### src/rtl/tx_pause_inject.sv
// rtl/tx_pause_inject.sv - inserts 802.3x PAUSE frames between user frames on the TX byte stream
module tx_pause_inject #(
    parameter int CNT_WIDTH = 16
) (
    input  logic                 tx_clk,
    input  logic                 tx_reset,
    input  logic                 pause_req,
    input  logic [15:0]          pause_time_req,
    input  logic [47:0]          mac_addr,
    input  logic [7:0]           in_data,
    input  logic                 in_valid,
    input  logic                 in_last,
    output logic                 in_ack,
    output logic [7:0]           out_data,
    output logic                 out_valid,
    output logic                 out_last,
    input  logic                 out_ack,
    output logic                 pause_busy,
    output logic [CNT_WIDTH-1:0] pause_sent_cnt
);

    typedef enum logic [1:0] {
        S_IDLE  = 2'd0,
        S_USER  = 2'd1,
        S_PAUSE = 2'd2
    } state_t;

    localparam logic [5:0] LAST_IDX = 6'd59;

    state_t               state_q, state_d;
    logic                 pend_q, pend_d;
    logic [15:0]          pend_time_q, pend_time_d;
    logic [15:0]          frame_time_q, frame_time_d;
    logic [5:0]           idx_q, idx_d;
    logic [CNT_WIDTH-1:0] cnt_q, cnt_d;
    logic [7:0]           pause_byte;

    always_ff @(posedge tx_clk) begin
        if (tx_reset) begin
            state_q      <= S_IDLE;
            pend_q       <= 1'b0;
            pend_time_q  <= '0;
            frame_time_q <= '0;
            idx_q        <= '0;
            cnt_q        <= '0;
        end else begin
            state_q      <= state_d;
            pend_q       <= pend_d;
            pend_time_q  <= pend_time_d;
            frame_time_q <= frame_time_d;
            idx_q        <= idx_d;
            cnt_q        <= cnt_d;
        end
    end

    // Frame content is a pure function of idx, so out_data holds while stalled.
    always_comb begin
        pause_byte = 8'h00;
        case (idx_q)
            6'd0:  pause_byte = 8'h01;
            6'd1:  pause_byte = 8'h80;
            6'd2:  pause_byte = 8'hC2;
            6'd3:  pause_byte = 8'h00;
            6'd4:  pause_byte = 8'h00;
            6'd5:  pause_byte = 8'h01;
            6'd6:  pause_byte = mac_addr[47:40];
            6'd7:  pause_byte = mac_addr[39:32];
            6'd8:  pause_byte = mac_addr[31:24];
            6'd9:  pause_byte = mac_addr[23:16];
            6'd10: pause_byte = mac_addr[15:8];
            6'd11: pause_byte = mac_addr[7:0];
            6'd12: pause_byte = 8'h88;
            6'd13: pause_byte = 8'h08;
            6'd14: pause_byte = 8'h00;
            6'd15: pause_byte = 8'h01;
            6'd16: pause_byte = frame_time_q[15:8];
            6'd17: pause_byte = frame_time_q[7:0];
            default: pause_byte = 8'h00;
        endcase
    end

    always_comb begin
        state_d      = state_q;
        pend_d       = pend_q;
        pend_time_d  = pend_time_q;
        frame_time_d = frame_time_q;
        idx_d        = idx_q;
        cnt_d        = cnt_q;
        out_data     = 8'h00;
        out_valid    = 1'b0;
        out_last     = 1'b0;
        in_ack       = 1'b0;

        case (state_q)
            S_IDLE: begin
                if (pend_q) begin
                    state_d      = S_PAUSE;
                    frame_time_d = pend_time_q;
                    pend_d       = 1'b0;
                    idx_d        = '0;
                end else if (in_valid) begin
                    state_d = S_USER;
                end
            end
            S_USER: begin
                out_data  = in_data;
                out_valid = in_valid;
                out_last  = in_last;
                in_ack    = out_ack;
                if (in_valid && out_ack && in_last) begin
                    state_d = S_IDLE;
                end
            end
            S_PAUSE: begin
                out_valid = 1'b1;
                out_data  = pause_byte;
                out_last  = (idx_q == LAST_IDX);
                if (out_ack) begin
                    if (idx_q == LAST_IDX) begin
                        cnt_d   = cnt_q + {{(CNT_WIDTH-1){1'b0}}, 1'b1};
                        idx_d   = '0;
                        state_d = S_IDLE;
                    end else begin
                        idx_d = idx_q + 6'd1;
                    end
                end
            end
            default: state_d = S_IDLE;
        endcase

        // A request landing as IDLE consumes pend re-arms it for a second frame.
        if (pause_req) begin
            pend_d      = 1'b1;
            pend_time_d = pause_time_req;
        end
    end

    assign pause_busy     = pend_q | (state_q == S_PAUSE);
    assign pause_sent_cnt = cnt_q;

endmodule

### config.mk
export PLATFORM = sky130hd
export DESIGN_NAME = tx_pause_inject
export DESIGN_NICKNAME = d
export VERILOG_FILES = /design/src/rtl/tx_pause_inject.sv
export SDC_FILE = /design/constraint.sdc
export NUM_CORES = 1
export LEC_CHECK = 0
export BUFFER_PORTS_ARGS = -buffer_cell sky130_fd_sc_hd__buf_2
export CAP_MARGIN = 20
export CORE_UTILIZATION = 46
export CTS_BUF_LIST = sky130_fd_sc_hd__clkbuf_4
export CTS_CLUSTER_SIZE = 40
export DETAILED_ROUTE_END_ITERATION = 12
export GPL_ROUTABILITY_DRIVEN = 0
export PLACE_DENSITY = 0.74
export REMOVE_ABC_BUFFERS = 1
export SYNTH_ARGS = -nofsm -noshare
export SYNTH_HDL_FRONTEND = slang
export SYNTH_SLANG_ARGS = --single-unit
export TNS_END_PERCENT = 1
### constraint.sdc
create_clock -name tx_clk -period 2.7 [get_ports tx_clk]
set_input_delay 0.135 -clock tx_clk [delete_from_list [all_inputs] [get_ports tx_clk]]
set_output_delay 0.135 -clock tx_clk [all_outputs]
set_load 0.1 [all_outputs]
==> impl_metrics.ini, run 1 <==
[placement]
dp.cells = 548
place_hpwl_um = 6600
post_dp_cell_area_mm2 = 0.00382
io_buffers = 105

[die]
die_h_um = 84.3
coreArea_mm2 = 0.00646
initial_core_util = 0.482
die_w_um = 84.3
std_cell_rows = 29
ios = 106
die-area_mm2 = 0.00711

[timing]
rsz0062_at_grt = true
worst_pin_slew_ns = 0.685
slew_headroom = 0.544
fmax_ghz = 0.374
skew_ns = 0.0118
hold_violations = 0
hold_slack_ns = 0.0617
final-max-slew-violation-count = 0
layout_min_cycle_time_ns = 2.67
fin_crit_sh = 0.989
setup_viol = 0

[outcome]
status = finished with violations
violations = DRC

[global_routing]
grt_overflow = 0
grt_max_degree = 39
grt_pass1_vias = 3110
antenna_found_initial = 0
grt_pass1_wl_um = 15000
grt_usage = 0.262

[drt]
drc_errors = 8
via_per_inst = 5.68
via_count = 3316
ant_nets = 0
drt_iter0_drc = 210
finalWirelength_um = 9280
avgRoutedWirePerCell_um = 15.9
drtPass1Iterations = 9

[setup_path]
end_kind = primary output
r2r-start = state_q[0]
rr_endpoint = pause_sent_cnt[14]
required_ns = 2.57
start_kind = flip-flop
startpoint = idx_q[0]
arrival_ns = 2.54
path_class = flip-flop to primary output
rrSetupSlack_ns = 0.58
cp_max_fo = 10
r2r_cells = 8
cp-endpoint = out_data[0]

[power_and_ir_drop]
p_per_area_mw_per_mm2 = 526
power_mw = 2.26
ir_drop_mv = 0.379
p_leak_nw = 1.90

[layout]
stdcell_count = 584
finalCoreUtilization = 0.664
area_growth_pct = 37.6
nets = 588
nFillCells = 529
diodes = 0
layout-drive-gt1-share = 0.314
fin_area_mm2 = 0.00429

[clocking]
clock_latency_ns = 0.39
cts_buffers = 9
clkTransAtPathRegs_ns = 0.10
cts_buffer_depth = 2
root_buffer = clkbuf_4
htreeDepth = 3
cts_tree = done
clock_sinks = 57

[synth]
yosysTopAreaCell = dfxtp_1
synth_top_area_frac = 0.366
synthFlopType = dfxtp_1
synth_area_mm2 = 0.00312
synthDistinctLibCells = 49
synth_edf_count = 0
seq_area_frac_synth = 0.366
async_flop_share = 0
yosys_warnings = 0
postSynthAreaPerCell_um2 = 8.13
ys_ff_latch = 57
synthCells = 383
synth_area_leaders = dfxtp_1 37%, mux2i_1 6.4%, nand2_1 6.0%

[min_path]
hold_path_class = input pin to flip-flop
hp-start = pause_time_req[10]

[flow_run]
drv_cap = 0
-- cell families (layout without fill, tap and decap cells) --
| group | after synthesis | after routing | share of synthesized area |
|---|---|---|---|
| AND/OR/NAND/NOR | 168 | 168 | 0.258 |
| buffers and inverters | 36 | 160 | 0.0466 |
| adder cells (fa/ha/maj) | 8 | 8 | 0.0321 |
| XOR/XNOR | 20 | 20 | 0.0562 |
| multiplexers | 20 | 20 | 0.0643 |
| flip-flops | 57 | 57 | 0.366 |
| AO/OA/AOI/OAI | 74 | 74 | 0.177 |
-- through the flow --
stage	TNS [ns]	setup WS, ns
2_1_floorplan	-1.47	-0.908
4_1_cts	-0.0339	-0.0148
5_1_grt	-0.352	-0.0757
3_5_place_dp	0	0.184
6_report	0	0.0297
3_3_place_gp	0	0.155
-- layout make-up --
cell class              count  area, µm²  share of cell area
well taps                  77       96.3              0.0225
inverters                   8       35.0             0.00817
clock inverters             7       85.1              0.0198
multi-input cells         290       1920               0.448
flip-flops and latches     57       1150               0.269
repair buffers            136        927               0.216
clock buffers               9       67.6              0.0158
-- report_power, final --
group | leakage [nW] | switching, mW | internal, mW
Clock | 0.0808 | 0.310 | 0.366
Combinational | 1.35 | 0.387 | 0.279
Sequential | 0.467 | 0.0363 | 0.877
-- layer usage --
layer / share of wire / up-vias / routed length (µm) / GRT usage
met5: 0 / - / 0 / 0
met1: 0.44 / 1541 / 4050 / 0.348
met2: 0.47 / 143 / 4350 / 0.420
met4: 0.022 / 0 / 200 / 0.0909
met3: 0.074 / 22 / 684 / 0.0610
li1: - / 1610 / - / -
-- worst min-delay path by stage --
| stage | end | slack, ns | depth (start not counted) |
|---|---|---|---|
| 2_1_floorplan | frame_time_q[0] | 0.20 | 1 |
| 3_3_place_gp | pend_time_q[11] | 0.37 | 3 |
| 3_5_place_dp | pend_time_q[9] | 0.38 | 3 |
| 4_1_cts | pend_time_q[10] | 0.04 | 3 |
| 5_1_grt | pend_time_q[10] | 0.04 | 3 |
| 6_report | pend_time_q[10] | 0.06 | 3 |
-- what timing repair did --
item,in CTS,in global routing
pin swaps,1,5
gates resized for setup,14,19
endpoints found under the setup margin,8,8
hold endpoints to repair,15,0
buffers inserted,3,2
gates cloned,0,0
hold buffers,15,0
-- synth_stat cells (2+ instances only) --
| cell | count |
|---|---|
| dfxtp_1 | 57 |
| nand2_1 | 50 |
| nor2_1 | 48 |
| a21oi_1 | 22 |
| clkbuf_1 | 21 |
| mux2i_1 | 20 |
| and3_1 | 17 |
| nand3_1 | 17 |
| a22o_1 | 11 |
| xnor2_1 | 10 |
| xor2_1 | 10 |
| a32oi_1 | 9 |
| ha_1 | 8 |
| inv_1 | 8 |
| and2_1 | 7 |
| nand4_1 | 6 |
| a22oi_1 | 5 |
| buf_2 | 5 |
| nor2b_1 | 5 |
| nor3_1 | 5 |
| a2111oi_0 | 3 |
| a211oi_1 | 3 |
| a221o_1 | 3 |
| a31oi_1 | 3 |
| nand2b_1 | 2 |
| nor4b_1 | 2 |
| o21ai_0 | 2 |
| o32ai_1 | 2 |
| or2_2 | 2 |
-- flip-flops by register name (all words and copies together) (netlist names) --
name / flops
frame_time_q: 16
pause_sent_cnt: 16
pend_time_q: 16
idx_q: 6
state_q: 2
pend_q: 1
-- layout by cell type (no fill, tap or decap), drive strengths merged, types with 4 or more instances in the layout --
master	count
buf	121
dfxtp	57
nand2	50
nor2	48
a21oi	22
mux2i	20
nand3	17
and3	17
dlygate4sd3	15
a22o	11
xnor2	10
xor2	10
a32oi	9
clkbuf	9
inv	8
ha	8
and2	7
nand4	6
nor2b	5
a22oi	5
nor3	5
a211oi	4
clkinv	4
-- critical path: stages, from the launching register on --
cell	delay, ns
dfxtp_4	0.42
inv_4	0.06
ha_4	0.18
buf_6	0.15
nor2_1	0.14
o32ai_2	0.10
a41oi_1	0.25
a211oi_2	0.13
buf_4	0.16
buf_4	0.15
a22o_1	0.23
buf_12	0.17
Power figures use the tool's default switching activity.
==> run 2: changes to the inputs <==
Settings changed: PLACE_DENSITY 0.74 to 0.87.
Clock period 2.7 ns to 2.25 ns, I/O delays scaled along.
==> impl_metrics.ini, run 2 (synthesis gave the netlist of run 1 again) <==
[setup_path]
r2r-start = state_q[0]
arrival_ns = 2.58
cp-endpoint = out_data[7]
r2r_cells = 8
start_kind = flip-flop
cp_max_fo = 6
startpoint = idx_q[0]
path_class = flip-flop to primary output
end_kind = primary output
rrSetupSlack_ns = 0.24
required_ns = 2.14
rr_endpoint = pause_sent_cnt[9]

[clocking]
clkTransAtPathRegs_ns = 0.11
root_buffer = clkbuf_4
cts_buffer_depth = 2
htreeDepth = 3
clock_sinks = 57
cts_tree = done
clock_latency_ns = 0.41
cts_buffers = 9

[drt]
via_per_inst = 5.98
via_count = 3632
ant_nets = 0
avgRoutedWirePerCell_um = 18.0
drc_errors = 8
drtPass1Iterations = 9
drt_iter0_drc = 311
finalWirelength_um = 10900

[die]
std_cell_rows = 29
coreArea_mm2 = 0.00646
initial_core_util = 0.482
die_w_um = 84.3
die-area_mm2 = 0.00711
ios = 106
die_h_um = 84.3

[layout]
layout_common_cells = 96 x buf_2, 51 x dfxtp_1, 50 x nand2_1
layout_commonest_cell = buf_2
diodes = 0
layout-drive-gt1-share = 0.357
stdcell_count = 607
area_growth_pct = 46.1
final-seq-area_mm2 = 0.00115
finalCoreUtilization = 0.705
nets = 611
nFillCells = 476
multi_input_area_mm2 = 0.00198

[global_routing]
antenna_found_initial = 0
grt_max_degree = 37
grt_usage = 0.308
grt_pass1_vias = 3659
grt_pass1_wl_um = 17400
grt_overflow = 0

[timing]
fin_crit_sh = 1.20
setup_ws_ns = -0.442
worst_pin_slew_ns = 0.658
setup_viol = 8
tns_ns = -3.00
rsz0062_at_grt = true
fmax_ghz = 0.371
skew_ns = 0.0192
final-max-slew-violation-count = 0
layout_min_cycle_time_ns = 2.69
hold_slack_ns = 0.225
slew_headroom = 0.561
hold_violations = 0

[outcome]
violations = DRC, setup timing
status = finished with violations

[placement]
place_hpwl_um = 6960
dp.cells = 567
io_buffers = 105

[flow_run]
drv_cap = 0

[power_and_ir_drop]
power_mw = 2.86
p_leak_nw = 2.02
p_per_area_mw_per_mm2 = 627
ir_drop_mv = 0.527

[min_path]
hold_path_class = input pin to flip-flop
run 2: changes by cell type in the layout (fill, tap and decap cells not counted), sizes merged:
cell | before | now
buf | 121 | 143
dlygate4sd3 | 15 | 16
run 2: final cells by class:
| cell class | instances | area share |
|---|---|---|
| clock buffer | 9 | 0.0148 |
| clock inverter | 7 | 0.0187 |
| inverter | 8 | 0.00770 |
| multi-input combinational | 290 | 0.436 |
| sequential | 57 | 0.253 |
| tap | 77 | 0.0212 |
| timing repair buffer | 159 | 0.249 |
run 2: metal layers:
metal  track usage  share of wire  vias to the layer above
li1              -              -                     1654
met1         0.358           0.39                     1687
met2         0.522           0.47                      220
met3        0.0737          0.078                       71
met4         0.171          0.059                        0
met5             0              0                        -
run 2: repair_timing:
action | 4_1_cts | 5_1_grt
hold endpoints to repair | 16 | 0
hold buffers | 16 | 0
setup endpoints to repair | 9 | 9
pin swaps | 11 | 6
gates resized for setup | 34 | 14
setup buffers | 6 | 2
run 2: worst min-delay path by stage:
stage                                  to  slack (ns)                from  depth (start not counted)
after global placement    pend_time_q[11]        0.35  pause_time_req[11]                          3
final                     pend_time_q[13]        0.23            tx_reset                          2
after CTS                  pend_time_q[3]        0.19            tx_reset                          2
after floorplan           frame_time_q[0]        0.18            tx_reset                          1
after global routing      pend_time_q[12]        0.23            tx_reset                          2
after detailed placement   pend_time_q[1]        0.36   pause_time_req[1]                          3
run 2: stage by stage:
stage          setup slack, ns  instance area [µm²]
3_3_place_gp            -0.190                 3980
2_1_floorplan            -1.34                 3000
4_1_cts                 -0.281                 4470
3_5_place_dp            -0.163                 3980
5_1_grt                 -0.429                 4550
6_report                -0.442                 4550
run 2: worst max-delay path, cell delays in order, from the launching register on:
cell and delay [ns]:
dfxtp_4 0.40, inv_4 0.08, ha_4 0.16, buf_6 0.10, nor2_2 0.04, o32ai_1 0.33
a41oi_1 0.11, a211oi_2 0.29, buf_4 0.22, o32a_1 0.24, buf_12 0.20
run 2: where the power goes:
part | switching (mW) | internal (mW)
registers | 0.0455 | 1.05
logic | 0.517 | 0.408
clock network | 0.391 | 0.439
total | 0.953 | 1.90
==> run 3: changes to the inputs <==
Settings changed: CORE_UTILIZATION 46 to 45, PLACE_DENSITY 0.87 to 0.86.
==> impl_metrics.ini, run 3 (synthesis gave the netlist of run 1 again) <==
[outcome]
status = finished with violations
violations = setup timing

[global_routing]
grt_overflow = 0
grt_pass1_wl_um = 16600
grt_max_degree = 41
antenna_found_initial = 0
grtUsageMet2 = 0.491
use_met1 = 0.340
grt_pass1_vias = 3566
grt_busiest_layer = met2
use_met3 = 0.0768
grt_usage = 0.292

[die]
die_h_um = 85.2
die_w_um = 85.2
ios = 106
std_cell_rows = 29
initial_core_util = 0.477
coreArea_mm2 = 0.00653
die-area_mm2 = 0.00726

[timing]
layout_min_cycle_time_ns = 2.93
slew_headroom = 0.472
fin_crit_sh = 1.30
worst_pin_slew_ns = 0.772
hold_violations = 0
rsz0062_at_grt = true
skew_ns = 0.0181
final-max-slew-violation-count = 0
hold_slack_ns = 0.0131
setup_ws_ns = -0.676
setup_viol = 8
fmax_ghz = 0.342

[setup_path]
r2r-start = idx_q[1]
slowest_delay_ns = 0.70
path_class = flip-flop to primary output
end_kind = primary output
rr_endpoint = pause_sent_cnt[10]
cp_cell_sequence = nor4b_2 -> buf_4 -> and3_1 -> a2111oi_0 -> nand3_1 -> a22o_1 -> buf_12
crit_slowest_cell = a2111oi_0
arrival_ns = 2.81
rrSetupSlack_ns = 0.25
startpoint = idx_q[3]
cp_max_fo = 19
start_kind = flip-flop
required_ns = 2.14
r2r_cells = 9

[drt]
via_count = 3547
drt_iter0_drc = 352
via_per_inst = 5.88
ant_nets = 0
drtPass1Iterations = 5
finalWirelength_um = 10400
drc_errors = 0
avgRoutedWirePerCell_um = 17.3

[layout]
multi_input_area_mm2 = 0.00196
final-seq-area_mm2 = 0.00115
nFillCells = 468
layout_commonest_cell = buf_2
nets = 607
layout_common_cells = 96 x buf_2, 53 x dfxtp_1, 50 x nand2_1
layout-drive-gt1-share = 0.350
area_growth_pct = 45.1
diodes = 0

[clocking]
cts_buffer_depth = 2
clock_sinks = 57
clkTransAtPathRegs_ns = 0.10
cts_tree = done
htreeDepth = 3
cts_buffers = 9
root_buffer = clkbuf_4
clock_latency_ns = 0.39

[power_and_ir_drop]
ir_drop_mv = 0.656
pwr-share-comb = 0.291
pwr-share-seq = 0.379
power_switching_mw = 0.917
p_sw_frac = 0.317
p_per_area_mw_per_mm2 = 640
pwr-share-clk = 0.330
power_mw = 2.89
internal_power_mw = 1.98
p_leak_nw = 2.01

[placement]
io_buffers = 105
place_hpwl_um = 7130

[min_path]
hp-start = pause_time_req[11]
hold_path_class = input pin to flip-flop
worstHoldPathCells = 3
hold_end = pend_time_q[11]

[flow_run]
drv_cap = 0
-- run 3: cell types whose count changed in the layout (fill, tap and decap cells not counted), sizes merged --
| cell | previous run | this run |
|---|---|---|
| buf | 143 | 140 |
| bufinv | 2 | 3 |
| clkinv | 4 | 3 |
| dlygate4sd3 | 16 | 15 |
-- run 3: power by group through the flow --
stage               Combinational, mW  Clock [mW]  Sequential, mW
CTS                             0.814       0.972            1.09
global placement                0.723           0            1.10
global route                    0.895        1.03            1.10
floorplan                       0.440           0            1.10
detailed placement              0.740           0            1.11
finish                          0.843       0.955            1.10
-- run 3: worst max-delay path: cells and delay by family, from the launching register on --
family	cells	cell delay [ns]
buf+inv	2	0.38
flops	1	0.38
simple gates	3	0.66
compound gates	2	1.00
-- run 3: metal layers --
metal	up-vias	wire length, µm
met5	-	0
met4	0	421
met3	54	908
met2	223	5100
met1	1627	4010
li1	1643	-
-- run 3: worst max path at each step --
stage               slack [ns]     endpoint
floorplan                -1.34  out_data[3]
global placement          0.02  out_data[0]
detailed placement       0.005  out_data[3]
CTS                      -0.26  out_data[0]
global route             -0.69  out_data[2]
finish                   -0.68  out_data[2]
-- run 3: metrics by stage --
step / setup slack [ns] / utilization / cells / setup TNS, ns / instance area [µm²]
2_1_floorplan: -1.34 / - / 355 / -5.37 / 3000
3_3_place_gp: 0.0195 / 0.609 / 566 / 0 / 3980
3_5_place_dp: 0.00524 / 0.609 / 566 / 0 / 3980
4_1_cts: -0.255 / 0.685 / 602 / -1.77 / 4470
5_1_grt: -0.694 / 0.692 / 603 / -3.11 / 4520
6_report: -0.676 / 0.692 / 603 / -2.44 / 4520
-- run 3: final cells by class --
type | instances | share of cell area
sequential | 57 | 0.255
clock buffer | 9 | 0.0149
multi-input combinational | 290 | 0.433
clock inverter | 7 | 0.0263
timing repair buffer | 155 | 0.242
tap | 77 | 0.0213
inverter | 8 | 0.00775
-- run 3: timing repair --
| action | 4_1_cts | 5_1_grt |
|---|---|---|
| pin swaps | 6 | 2 |
| gates cloned | 0 | 0 |
| hold buffers | 15 | 0 |
| setup buffers | 5 | 1 |
| hold endpoints to repair | 15 | 0 |
| setup endpoints to repair | 9 | 9 |
| gates resized for setup | 31 | 8 |
